## src/rtl/map_selector.sv

```systemverilog
// map_selector: picks a map index from a free-running LFSR on a controller
// request and copies that map's tiles from the map ROM into the live tile RAM.
// mapReady marks the tile RAM as holding one complete, consistent map.
// Optional feature macro: MAP_SELECTOR_NO_REPEAT_EN (pickMap never re-selects
// the map that is currently loaded when more than one map exists).
module map_selector #(
    parameter int          NUM_MAPS  = 4,
    parameter int          MAP_W     = 16,
    parameter int          MAP_H     = 12,
    parameter int          TILE_BITS = 2,
    parameter logic [7:0]  LFSR_SEED = 8'hA5,
    localparam int         TILES     = MAP_W * MAP_H,
    localparam int         IDX_W     = (NUM_MAPS > 1) ? $clog2(NUM_MAPS) : 1,
    localparam int         ROM_W     = $clog2(NUM_MAPS * TILES),
    localparam int         T_W       = $clog2(TILES)
) (
    input  logic                 clk,
    input  logic                 resetN,
    input  logic                 randomPick,
    input  logic                 pickMap,
    output logic [IDX_W-1:0]     mapIndex,
    output logic [ROM_W-1:0]     romAddr,
    input  logic [TILE_BITS-1:0] romData,
    output logic                 ramWrEn,
    output logic [T_W-1:0]       ramAddr,
    output logic [TILE_BITS-1:0] ramWrData,
    output logic                 mapReady,
    output logic                 loadDone
);

    typedef enum logic [1:0] {
        S_IDLE  = 2'd0,
        S_FETCH = 2'd1,
        S_FLUSH = 2'd2
    } state_t;

    // Feedback bit for x^8+x^6+x^5+x^4+1 (parity of the tapped bits).
    function automatic logic lfsr_fb(input logic [7:0] v);
        return v[7] ^ v[5] ^ v[4] ^ v[3];
    endfunction

    state_t               state_r;
    state_t               state_next_s;
    logic [7:0]           lfsr_r;
    logic [IDX_W-1:0]     cand_s;
    logic [IDX_W-1:0]     sel_idx_s;
    logic                 req_s;
    logic                 last_tile_s;

    logic [T_W-1:0]       t_r;
    logic [T_W-1:0]       t_next_s;
    logic [IDX_W-1:0]     map_index_r;
    logic [IDX_W-1:0]     idx_next_s;
    logic [ROM_W-1:0]     rom_addr_r;
    logic [ROM_W-1:0]     rom_addr_next_s;
    logic                 wr_en_r;
    logic                 wr_en_next_s;
    logic [T_W-1:0]       ram_addr_r;
    logic [T_W-1:0]       ram_addr_next_s;
    logic                 ready_r;
    logic                 ready_next_s;
    logic                 done_r;
    logic                 done_next_s;

    assign req_s       = randomPick | pickMap;
    assign last_tile_s = (t_r == T_W'(TILES - 1));
    assign cand_s      = IDX_W'(int'(lfsr_r) % NUM_MAPS);

    // Free-running LFSR; it keeps stepping during loads so picks stay varied.
    always_ff @(posedge clk) begin
        if (!resetN) begin
            lfsr_r <= LFSR_SEED;
        end else begin
            lfsr_r <= {lfsr_r[6:0], lfsr_fb(lfsr_r)};
        end
    end

`ifdef MAP_SELECTOR_NO_REPEAT_EN
    logic [IDX_W-1:0] bump_idx_s;

    // Successor of the current map index, wrapping at NUM_MAPS.
    always_comb begin
        bump_idx_s = map_index_r + IDX_W'(1);
        if (map_index_r == IDX_W'(NUM_MAPS - 1)) begin
            bump_idx_s = '0;
        end else begin
            bump_idx_s = map_index_r + IDX_W'(1);
        end
    end

    // Index selection: a pickMap that would repeat the current map steps past it;
    // randomPick (which wins when both are high) always takes the LFSR candidate.
    always_comb begin
        sel_idx_s = cand_s;
        if (!randomPick && pickMap && (cand_s == map_index_r)) begin
            sel_idx_s = bump_idx_s;
        end else begin
            sel_idx_s = cand_s;
        end
    end
`else
    // Index selection: both request kinds take the LFSR candidate unmodified.
    always_comb begin
        sel_idx_s = cand_s;
    end
`endif

    // State register.
    always_ff @(posedge clk) begin
        if (!resetN) begin
            state_r <= S_IDLE;
        end else begin
            state_r <= state_next_s;
        end
    end

    // Next-state logic: any request (re)starts a fetch from tile 0.
    always_comb begin
        state_next_s = S_IDLE;
        case (state_r)
            S_IDLE: begin
                if (req_s) state_next_s = S_FETCH;
                else       state_next_s = S_IDLE;
            end
            S_FETCH: begin
                if (req_s)            state_next_s = S_FETCH;
                else if (last_tile_s) state_next_s = S_FLUSH;
                else                  state_next_s = S_FETCH;
            end
            S_FLUSH: begin
                if (req_s) state_next_s = S_FETCH;
                else       state_next_s = S_IDLE;
            end
            default: state_next_s = S_IDLE;
        endcase
    end

    // Output logic: next values for the registered datapath and flags.
    always_comb begin
        idx_next_s      = map_index_r;
        t_next_s        = t_r;
        ready_next_s    = ready_r;
        done_next_s     = 1'b0;
        wr_en_next_s    = 1'b0;
        ram_addr_next_s = t_r;
        if (req_s) begin
            idx_next_s   = sel_idx_s;
            t_next_s     = '0;
            ready_next_s = 1'b0;
        end else begin
            idx_next_s = map_index_r;
            case (state_r)
                S_FETCH: begin
                    wr_en_next_s = 1'b1;
                    if (last_tile_s) t_next_s = t_r;
                    else             t_next_s = t_r + T_W'(1);
                end
                S_FLUSH: begin
                    ready_next_s = 1'b1;
                    done_next_s  = 1'b1;
                end
                default: begin
                    t_next_s = t_r;
                end
            endcase
        end
        rom_addr_next_s = ROM_W'(idx_next_s) * ROM_W'(TILES) + ROM_W'(t_next_s);
    end

    // Registered datapath and status outputs; the write strobe and address are
    // the fetch address delayed one cycle to line up with the ROM read latency.
    always_ff @(posedge clk) begin
        if (!resetN) begin
            map_index_r <= '0;
            t_r         <= '0;
            rom_addr_r  <= '0;
            wr_en_r     <= 1'b0;
            ram_addr_r  <= '0;
            ready_r     <= 1'b0;
            done_r      <= 1'b0;
        end else begin
            map_index_r <= idx_next_s;
            t_r         <= t_next_s;
            rom_addr_r  <= rom_addr_next_s;
            wr_en_r     <= wr_en_next_s;
            ram_addr_r  <= ram_addr_next_s;
            ready_r     <= ready_next_s;
            done_r      <= done_next_s;
        end
    end

    assign mapIndex  = map_index_r;
    assign romAddr   = rom_addr_r;
    assign ramWrEn   = wr_en_r;
    assign ramAddr   = ram_addr_r;
    assign ramWrData = romData;
    assign mapReady  = ready_r;
    assign loadDone  = done_r;

endmodule

```

## config.mk

```make
export PLATFORM = sky130hd
export DESIGN_NAME = map_selector
export DESIGN_NICKNAME = d
export VERILOG_FILES = /design/src/rtl/map_selector.sv
export SDC_FILE = /design/constraint.sdc
export NUM_CORES = 1
export LEC_CHECK = 0
export ABC_AREA = 1
export CORE_MARGIN = 5
export CORE_UTILIZATION = 50
export CTS_CLUSTER_DIAMETER = 120
export CTS_CLUSTER_SIZE = 25
export DETAILED_ROUTE_END_ITERATION = 8
export PLACE_DENSITY = 0.78
export SETUP_SLACK_MARGIN = 0.3
export SLEW_MARGIN = 20
export SYNTH_ARGS = -nofsm -noshare
export SYNTH_HDL_FRONTEND = slang
export SYNTH_SLANG_ARGS = --single-unit
```

## constraint.sdc

```tcl
create_clock -name clk -period 2.2 [get_ports clk]
set_input_delay 0.22 -clock clk [delete_from_list [all_inputs] [get_ports clk]]
set_output_delay 0.22 -clock clk [all_outputs]
set_load 0.02 [all_outputs]
```

Word level (Yosys, flattened, before mapping) --
Cells that the tools add are included.
Word-level totals: bits in registers 41, output and inout bits 25, logic and storage cells 33
Operators by class: add/sub/neg operators 2, multiply operators 1, eq/ne operators 3, muxes and demuxes 10, bitwise operators 5, reduce and logical (&&, ||, !) cells 3
Operator list (count):
- $mux 8 | 3
- $add 10x8->10 | 1
- $add 8x1->8 const B | 1
- $eq 8x8->1 const B | 1
- $mux 2 | 3
- $mul 2x2->4 const B | 1
- $pmux 2 s2 | 1
- $reduce_or 2->1 | 2
- $mux 1 | 3
- $xor 1x1->1 | 3
- $eq 2x1->1 const B | 1
- $eq 2x2->1 const B | 1
- $logic_not 2->1 | 1
- $not 1->1 | 1
- $or 1x1->1 | 1

Depth between registers and ports, before layout --
word-level depth 5, depth in mapped cells 12, gate-level depth less buffers 11

Worst setup path after synthesis --
No wires, ideal clock.
path kind register -> register, from register t_r[1] (netlist: ram_addr_next_s[1]), to register rom_addr_r[8] (netlist: romAddr[8]), library setup time 117 ps, arrival time 1797 ps, setup slack 286 ps, cell stages (with the launch flop) 11, path buffers 0, period minus slack after synthesis 1914 ps, cell sequence dfxtp_1 > ha_1 > nand3_2 > nor2_1 > nand3_1 > nand3_1 > inv_1 > ha_1 > fa_1 > xnor2_1 > nor2_1
On the way: longest elaborated chain between the ends 5, elaborated cells on any way between the ends 6, those cells by class 2 x add/sub; 1 x eq/ne; 3 x mux
Ends and longest elaborated chain:
- start, declared | line 50 | logic [T_W-1:0] t_r;
- start signal, assigned | line 183 | t_r <= t_next_s;
- $add 8x1->8 / $eq 8x8->1 (equally long branches) | line 156, 66
- $mux 8 (*) | line 155 | if (last_tile_s) t_next_s = t_r;
- $mux 8 (*) | line 152 | case (state_r)
- $mux 8 (*) | line 146 | if (req_s) begin
- named net t_next_s[6] | line 51 | logic [T_W-1:0] t_next_s;
- $add 10x8->10 (*) | line 167 | rom_addr_next_s = ROM_W'(idx_next_s) * ROM_W'(TILES) + ROM_W'(t_next_s);
- end signal, assigned | line 184 | rom_addr_r <= rom_addr_next_s;
- end, declared | line 54 | logic [ROM_W-1:0] rom_addr_r;
The timed path passes the listed nets; every way through them passes the cells marked *. A chain may end at the register's enable or synchronous reset.

Final worst setup path --
from register t_r[1] (netlist: ram_addr_next_s[1]), to register rom_addr_r[9] (netlist: romAddr[9])
The elaborated chain is that of the path after synthesis.

==> out/results.ini <==
[status]
status=finished, final reports clean

[yosys]
synth.net_count=196
synth_cell_type_count=25
netlist_top_cells_count=36 x nand2_1, 35 x dfxtp_1, 32 x inv_1
ys.flop_type=dfxtp_1
ys_warn_count=0
synth_edf_count=0
synth_cells=184
synthesis.area_um2=1495
synth.most_common_cell=nand2_1
ys_seq_area_frac=0.4686
synth-seq-cells=35
synth.area.top_cells=dfxtp_1 47%, nand2_1 9.0%, inv_1 8.0%
async_reset_ff_frac=0
synthDominantCellAreaShare=0.4686
syn-mean-instance-area_um2=8.126
yosysTopAreaCell=dfxtp_1

[final_layout]
multiInputGateArea_um2=705.7
register_area_um2=718.2
n_antenna_cell=0
nNetsFinal=235
drive_gt1_frac=0.2991
fillers=199
final_area_um2=2083
utilization=0.7426
final_cells=255
area_growth_pct=39.33

[worst_setup_path]
crit_chain=buf_6, nand2_4, nor2_4, buf_6, nand3_2, nand3_1, nand2_1, inv_2, ha_4, a21o_1, a21oi_2, nor3_4
crit_path_max_fanout=3
crit_path_end_kind=flip-flop
cp_common_cell=buf_6
critPathKind=reg2reg
crit_required_ns=2.44
worst_setup_path_start_kind=flip-flop
critical_path.max_stage_delay_ns=0.39
critPathSlowestCell=dfxtp_4
cp.buffers_inverters=3
arrival_ns=2.10
path_delay_family=simple AND/OR/NAND/NOR gates

[sta]
worst_slack_ns=0.3426
worst_pin_slew_ns=0.3363
post-route-min-period_ns=1.857
finalCritPeriodShare=0.8443
skew_ns=0.008697
hold_slack_ns=0.4302
setup_tns_ns=0
hold_viol_final=0
setup_violations=0
rsz0062_at_grt=yes
fmax_mhz=538.4
slew_viol_final=0
relSlewSlack=0.7744

[route]
wl_um=3439
num_vias=1265
drc=0
routedWlPerCell_um=13.49
dr.pass1.iters=4
ant_nets=0
via_per_inst=4.961
dr.first_iter.drc_count=77

[cts]
ctsHoldBuffers=0
cts-root-buf=clkbuf_4
clk_path_buf_depth=2
cts_tree=yes
cts_num_sinks=35
insertion_delay_ns=0.34
htreeDepth=2
cts_buffers=5
clk_pin_slew_ns=0.11

[grt]
grt-ovfl-total=0
grt_use_total=0.1729
grt_pass1_vias=1288
grt_max_degree=17
grt_antenna_before_repair=0
grt_pass1_wl_um=5464

[placed_design]
place_area_um2=1759
place_hpwl_um=2108
place_inst=235
place_worst_setup_slack_ns=-0.2818
gp_congestion=0.8755
portBuffers=26

[pwr]
p_per_area_nw_per_um2=647.6
p_leak_nw=0.9846
power_mw=1.349
ir_worst_vdd_uv=525.7

[die]
core_area_um2=2805
start_util=0.5330
rows=19
io-pin-count=31
die_y_um=64.69
dieWidth_um=64.69
fp.dieArea_um2=4184

[flow_run]
maxCapViolations=0

[hold_path]
hold_path_class=reg2reg

[timing repair]
action | in CTS | in global routing
endpoints found under the setup margin | 3 | 3
resized for setup | 14 | 31
pin swaps | 3 | 12
setup buffers | 7 | 5
[flip-flops by register name (all words and copies together) (netlist names)]
name             cells
lfsr_r               8
loadDone             1
mapIndex             2
mapReady             1
ramAddr              8
ramWrEn              1
ram_addr_next_s      8
romAddr              4
state_r              2
[worst reg2reg max path, stage by stage (launching register included)]
cell and delay, ns:
dfxtp_4 0.39, buf_6 0.11, nand2_4 0.04, nor2_4 0.12
buf_6 0.10, nand3_2 0.07, nand3_1 0.10, nand2_1 0.08
inv_2 0.09, ha_4 0.20, a21o_1 0.20, a21oi_2 0.19
nor3_4 0.06
[placed cells by master (no fill, tap or decap), types with 4 or more instances in the layout]
cell,synthesis,layout
or2_2,4,4
dfxtp_1,35,29
inv_1,32,27
nand2_4,2,4
nor2_4,3,6
ha_4,0,4
buf_4,8,15
clkdlybuf4s50_1,0,24
nand2_1,36,32
dfxtp_4,0,4
inv_2,1,5
a21oi_1,9,8
nor2_1,14,11
clkbuf_4,0,5
nand3_1,12,10
[cells by family (layout without fill, tap and decap cells)]
kind of cell / count (synthesis) / in the layout / synth area share
flip-flops: 35 / 35 / 0.4686
XOR/XNOR: 4 / 4 / 0.02344
AND/OR/NAND/NOR: 79 / 79 / 0.2536
adder cells (fa/ha/maj): 6 / 6 / 0.05523
buffers and inverters: 46 / 86 / 0.1506
AO/OA/AOI/OAI: 14 / 14 / 0.04854
[final cells by class]
cell class | count | area share
tap | 31 | 0.01862
sequential | 35 | 0.3447
clock inverter | 2 | 0.01682
multi-input combinational | 103 | 0.3387
inverter | 34 | 0.06246
timing repair buffer | 44 | 0.1940
clock buffer | 6 | 0.02462
[where the power goes]
group / switching [mW] / internal [mW] / leakage, nW / total (mW)
registers: 0.0137 / 0.656 / 0.291 / 0.670
logic: 0.101 / 0.0911 / 0.646 / 0.193
clock network: 0.218 / 0.268 / 0.0482 / 0.487
[layer usage]
layer,up-vias,routed length [µm],global-route usage
met5,-,0,0
met2,35,1799,0.3015
met3,17,193,0.06908
li1,626,-,-
met4,0,146,0.1055
met1,587,1300,0.1726
[path summary, 6_finish.rpt]
kind,depth (start not counted),slack (ns),to,start
setup / recovery,12,0.34,romAddr[9]$_SDFF_PN0_,ram_addr_next_s[1]$_SDFFE_PP0P_
hold reg to reg,2,0.43,lfsr_r[3]$_SDFF_PN0_,lfsr_r[2]$_SDFF_PN1_
setup reg to reg,12,0.34,romAddr[9]$_SDFF_PN0_,ram_addr_next_s[1]$_SDFFE_PP0P_
hold / removal,2,0.43,lfsr_r[3]$_SDFF_PN0_,lfsr_r[2]$_SDFF_PN1_
No activity file was read; power rests on OpenSTA's default activity.
